## src/rtl/ram_arbiter.sv

```systemverilog
// Round-robin arbiter sharing one RAM16K port between requesters A and B, with bounded lock bursts.
// Define RAM_ARB_FIXED_PRIO_EN to make unlocked ties always go to A.
module ram_arbiter #(
    parameter int unsigned AW        = 14,
    parameter int unsigned DW        = 16,
    parameter int unsigned MAX_BURST = 4
) (
    input  logic          clk,
    input  logic          reset,
    input  logic          a_req,
    input  logic          b_req,
    input  logic          a_lock,
    input  logic          b_lock,
    input  logic          a_we,
    input  logic          b_we,
    input  logic [AW-1:0] a_addr,
    input  logic [AW-1:0] b_addr,
    input  logic [DW-1:0] a_wdata,
    input  logic [DW-1:0] b_wdata,
    output logic          a_gnt,
    output logic          b_gnt,
    output logic          a_rvalid,
    output logic          b_rvalid,
    output logic [DW-1:0] a_rdata,
    output logic [DW-1:0] b_rdata,
    output logic [AW-1:0] ram_address,
    output logic          ram_load,
    output logic [DW-1:0] ram_in,
    input  logic [DW-1:0] ram_out
);

    localparam int unsigned CW = 4;
    localparam logic [1:0] OWN_NONE = 2'd0;
    localparam logic [1:0] OWN_A    = 2'd1;
    localparam logic [1:0] OWN_B    = 2'd2;
    localparam logic [CW-1:0] CNT_SAT   = CW'(15);
    localparam logic [CW-1:0] BURST_CAP = CW'(MAX_BURST);

`ifdef RAM_ARB_FIXED_PRIO_EN
    localparam logic FIXED_PRIO = 1'b1;
`else
    localparam logic FIXED_PRIO = 1'b0;
`endif

    logic [1:0]    owner_q, owner_d;
    logic          last_b_q, last_b_d;
    logic [CW-1:0] burst_q, burst_d;
    logic          a_rvalid_q, a_rvalid_d;
    logic          b_rvalid_q, b_rvalid_d;
    logic [DW-1:0] a_rdata_q, a_rdata_d;
    logic [DW-1:0] b_rdata_q, b_rdata_d;
    logic          gnt_a, gnt_b;
    logic [CW-1:0] burst_inc;

    always_ff @(posedge clk) begin
        if (reset) begin
            owner_q    <= OWN_NONE;
            last_b_q   <= 1'b1;
            burst_q    <= '0;
            a_rvalid_q <= 1'b0;
            b_rvalid_q <= 1'b0;
            a_rdata_q  <= '0;
            b_rdata_q  <= '0;
        end else begin
            owner_q    <= owner_d;
            last_b_q   <= last_b_d;
            burst_q    <= burst_d;
            a_rvalid_q <= a_rvalid_d;
            b_rvalid_q <= b_rvalid_d;
            a_rdata_q  <= a_rdata_d;
            b_rdata_q  <= b_rdata_d;
        end
    end

    // Grant decision: lock hold, forced release at the burst cap, then tie-break.
    always_comb begin
        gnt_a      = 1'b0;
        gnt_b      = 1'b0;
        owner_d    = OWN_NONE;
        last_b_d   = last_b_q;
        burst_d    = '0;
        burst_inc  = (burst_q == CNT_SAT) ? CNT_SAT : burst_q + CW'(1);

        if (owner_q == OWN_A && a_req && a_lock) begin
            if (burst_q < BURST_CAP || !b_req) gnt_a = 1'b1;
            else                               gnt_b = 1'b1;
        end else if (owner_q == OWN_B && b_req && b_lock) begin
            if (burst_q < BURST_CAP || !a_req) gnt_b = 1'b1;
            else                               gnt_a = 1'b1;
        end else if (a_req && b_req) begin
            if (FIXED_PRIO || last_b_q) gnt_a = 1'b1;
            else                        gnt_b = 1'b1;
        end else begin
            gnt_a = a_req;
            gnt_b = b_req;
        end

        if (gnt_a) begin
            last_b_d = 1'b0;
            owner_d  = a_lock ? OWN_A : OWN_NONE;
            burst_d  = (owner_q == OWN_A) ? burst_inc : CW'(1);
        end else if (gnt_b) begin
            last_b_d = 1'b1;
            owner_d  = b_lock ? OWN_B : OWN_NONE;
            burst_d  = (owner_q == OWN_B) ? burst_inc : CW'(1);
        end

        a_rvalid_d = gnt_a && !a_we;
        b_rvalid_d = gnt_b && !b_we;
        a_rdata_d  = a_rvalid_d ? ram_out : a_rdata_q;
        b_rdata_d  = b_rvalid_d ? ram_out : b_rdata_q;
    end

    assign a_gnt       = gnt_a;
    assign b_gnt       = gnt_b;
    assign ram_address = gnt_b ? b_addr : a_addr;
    assign ram_in      = gnt_b ? b_wdata : a_wdata;
    assign ram_load    = (gnt_a && a_we) || (gnt_b && b_we);
    assign a_rvalid    = a_rvalid_q;
    assign b_rvalid    = b_rvalid_q;
    assign a_rdata     = a_rdata_q;
    assign b_rdata     = b_rdata_q;

endmodule

```

## config.mk

```make
export PLATFORM = sky130hd
export DESIGN_NAME = ram_arbiter
export DESIGN_NICKNAME = d
export VERILOG_FILES = /design/src/rtl/ram_arbiter.sv
export SDC_FILE = /design/constraint.sdc
export NUM_CORES = 1
export LEC_CHECK = 0
export ABC_AREA = 1
export CORE_UTILIZATION = 42
export DETAILED_ROUTE_END_ITERATION = 8
export HOLD_SLACK_MARGIN = 0.1
export PLACE_DENSITY = 0.92
export RECOVER_POWER = 100
export REMOVE_ABC_BUFFERS = 1
export SYNTH_ARGS = -nofsm -noshare
export SYNTH_HDL_FRONTEND = slang
export SYNTH_SLANG_ARGS = --single-unit
```

## constraint.sdc

```tcl
create_clock -name clk -period 3.7 [get_ports clk]
set_clock_uncertainty 0.15 [all_clocks]
set_input_delay 0.555 -clock clk [delete_from_list [all_inputs] [get_ports clk]]
set_output_delay 0.555 -clock clk [all_outputs]
set_load 0.05 [all_outputs]
```

==> results.ini <==
[status]
run_status = complete, no violations

[job]
timing.max_cap.violations = 0

[placement]
finalWeightedCongestion = 0.895
detailedPlacementHpwl_um = 7360
post_dp_cell_area_um2 = 4420
numPortBuffers = 150

[grt]
grt_first_pass_wirelength_um = 13900
grt_max_degree = 37
track_usage_pct = 28.1
via_count_of_the_first_global_routing_pass = 3094
antenna_violations_before_repair = 0
globalRoute.totalOverflow = 0

[cts]
cts-root-buf = sky130_fd_sc_hd__clkbuf_8
worst_skew_pair.late_latency_ns = 0.29
tritoncts = yes
htree_levels = 2
cts_buffer_depth = 2
cts_buffers = 5
clk_pin_slew_ns = 0.08
cts_hold_buf = 0
post-cts-setup-buffer-count = 0
clock_sink_count = 41
cts_repair_resize_count = 0

[pwr]
power.share.switching_pct = 40.2
comb_power_share_pct = 42.9
power_density_nw_per_um2 = 371
power_frac_seq_pct = 32.3
clkPwrFrac_pct = 24.7
power.internal_w = 0.000904
p_sw_w = 0.000608
max-vdd-ir-drop_uv = 309
power.static_leakage_nw = 2.18

[logic_synthesis]
synth_seq_area_share_pct = 31.1
synthCells = 433
synth_area_um2 = 2640
ys_ff_latch = 41
synth_area_leaders = sky130_fd_sc_hd__dfxtp_1 (31%), sky130_fd_sc_hd__nand2_1 (25%), sky130_fd_sc_hd__inv_1 (13%)
yosys_top_cell_area_share_pct = 31.1
number_of_unique_standard_cell_types_used_by_synthesis = 27
synth_top_cell_by_area = sky130_fd_sc_hd__dfxtp_1
synth_area_per_cell_um2 = 6.10
synth.yosys.warnings = 0

[route]
antenna_violating_nets_post_route = 0
drt_first_iter_violations = 228
drt_pre_antenna_iters = 4
wl_per_cell_um = 13.8
vias_per_cell = 4.79
postRouteWirelength_um = 8940
route.detailed.drc = 0
num_vias = 3115

[final_layout]
num_antenna_cells = 0
post_synthesis_to_final_layout_area_growth_pct = 54.1
num-fill-cells = 475
drive_above_1_share_pct = 13.0
layout.nets = 659
post-route-cell-area_um2 = 4070

[sta]
final-max-slew-violation-count = 0
rsz0062_at_grt = no
fin_tns_setup_ns = 0
worst_slew_margin_rel_pct = 52.9
max_freq_mhz = 291
setup_viol_count_final = 0
period_share_pct = 92.8
final_hold_viol_count = 0
post-route-min-period_ns = 3.43
tightestPinTransition_ns = 0.704

[worst_setup_path]
crit_path_top_delay_cell = sky130_fd_sc_hd__dlygate4sd3_1
critPathMaxFanout = 31
path_cells = dlygate4sd3_1, a21oi_1, nand2_2, nand3_4, nand2_4, inv_2, nand2_1, nand2_1, clkbuf_2
timing.setup.critical_path_class = in -> out
crit_family = buffers and inverters
worstPathBufferInverterCount = 3
worstSetupEndpointType = output pin
reg2reg_setup_slack_ns = 1.16
cp.required_ns = 2.99
worstPathArrival_ns = 2.73
critPathMostFrequentCell = sky130_fd_sc_hd__nand2_1
critical_path.startpoint_type = input port
worst_path_largest_cell_delay_ns = 0.61

[hold_path]
hold_path_class = reg -> reg

[floorplanning]
core_area_um2 = 5990
ioPinCount = 151
start_util_pct = 44.1
chipWidth_um = 81.3
floorplan.die_area_um2 = 6610
floorplan.rows = 28
die_height_um = 81.3

[final cells by class]
class                           count  area, um^2  share of cell area, %
Clock buffer                        7        86.3                   2.12
Clock inverter                      1        30.0                  0.738
Inverter                           95         358                   8.79
Multi-Input combinational cell    277        1270                   31.2
Sequential cell                    41         821                   20.2
Tap cell                           75        93.8                   2.30
Timing Repair Buffer              154        1410                   34.7
[cells in the final DEF (no fill, tap or decap), drive strengths merged]
master	Yosys	layout
o21ai	2	2
dfxtp	41	41
clkinv	4	4
buf	19	7
or2	1	1
o22ai	1	1
ha	1	1
bufinv	0	1
nand3b	1	1
inv	91	91
nand2	180	180
a21oi	3	3
xnor2	1	1
nand3	10	10
nor2	45	45
clkdlybuf4s50	0	82
nand4	32	32
clkbuf	1	37
dlygate4sd3	0	35
[synthesized netlist by cell type]
master                     number
sky130_fd_sc_hd__clkinv_2       1
sky130_fd_sc_hd__nor2_1        24
sky130_fd_sc_hd__nand2_2        4
sky130_fd_sc_hd__a21oi_1        3
sky130_fd_sc_hd__nand3_4        3
sky130_fd_sc_hd__nand3b_1       1
sky130_fd_sc_hd__xnor2_1        1
sky130_fd_sc_hd__nand3_1        5
sky130_fd_sc_hd__nor2_2        18
sky130_fd_sc_hd__or2_2          1
sky130_fd_sc_hd__nand3_2        2
sky130_fd_sc_hd__inv_1         88
sky130_fd_sc_hd__buf_6          8
sky130_fd_sc_hd__o21ai_1        1
sky130_fd_sc_hd__o22ai_1        1
sky130_fd_sc_hd__nand4_1       32
sky130_fd_sc_hd__dfxtp_1       41
sky130_fd_sc_hd__buf_2          6
sky130_fd_sc_hd__o21ai_0        1
sky130_fd_sc_hd__buf_4          5
sky130_fd_sc_hd__inv_2          3
sky130_fd_sc_hd__nand2_1      174
sky130_fd_sc_hd__nor2_4         3
sky130_fd_sc_hd__ha_1           1
sky130_fd_sc_hd__clkinv_1       3
sky130_fd_sc_hd__clkbuf_1       1
sky130_fd_sc_hd__nand2_4        2
[cell families after synthesis]
| family | count (synthesis) | share of synthesized area [%] |
|---|---|---|
| AO/OA/AOI/OAI | 6 | 1.18 |
| flip-flops | 41 | 31.1 |
| XOR/XNOR | 1 | 0.332 |
| buffers and inverters | 115 | 19.7 |
| AND/OR/NAND/NOR | 269 | 47.3 |
| adder cells (fa/ha/maj) | 1 | 0.474 |
[worst min-delay path, cell delays in order, from the launching register on]
cell                      delay, ns
sky130_fd_sc_hd__dfxtp_1       0.31
sky130_fd_sc_hd__inv_1         0.04
sky130_fd_sc_hd__nand2_1       0.04
sky130_fd_sc_hd__inv_1         0.04
sky130_fd_sc_hd__nor2_1        0.03
[state kept, by name, indices dropped and copies added, names as in the netlist]
register and flops:
a_rvalid 1, b_rvalid 1, last_b_q 1, burst_q 4
owner_q 2, a_rdata 16, b_rdata 16
[power by group through the flow]
stage	clock network, W	registers [W]	logic [W]
after global routing	0.000393	0.000492	0.000691
final	0.000374	0.000489	0.000649
after global placement	0	0.000498	0.000779
after detailed placement	0	0.000500	0.000793
after floorplan	0	0.000593	0.000313
after CTS	0.000375	0.000490	0.000796
[metrics by stage]
| step | worst slack [ns] | total power (W) | hold WS [ns] | utilization (%) | std cells |
|---|---|---|---|---|---|
| after floorplan | 0.854 | 0.000906 | 0.310 | - | 413 |
| after global placement | 0.445 | 0.00128 | 0.346 | 73.8 | 642 |
| after detailed placement | 0.357 | 0.00129 | 0.346 | 73.8 | 642 |
| after CTS | 0.358 | 0.00166 | 0.360 | 75.8 | 650 |
| after global routing | 0.134 | 0.00158 | 0.389 | 68.0 | 650 |
| final | 0.266 | 0.00151 | 0.360 | 68.0 | 650 |
[layer usage]
metal | share of wire [%] | GRT usage (%) | vias to the layer above
met2 | 55 | 56.1 | 157
met5 | 0 | 0 | -
li1 | - | - | 1551
met4 | 4.7 | 14.8 | 0
met1 | 33 | 24.9 | 1374
met3 | 7.1 | 7.87 | 33
[final timing paths]
check,depth (start not counted),end,from
setup / recovery,9,ram_address[2],a_req
hold / removal,4,a_rdata[6],a_rdata[6]
setup reg to reg,9,a_rdata[9],owner_q[0]
hold reg to reg,4,a_rdata[6],a_rdata[6]
(Power assumes the default switching activity.)
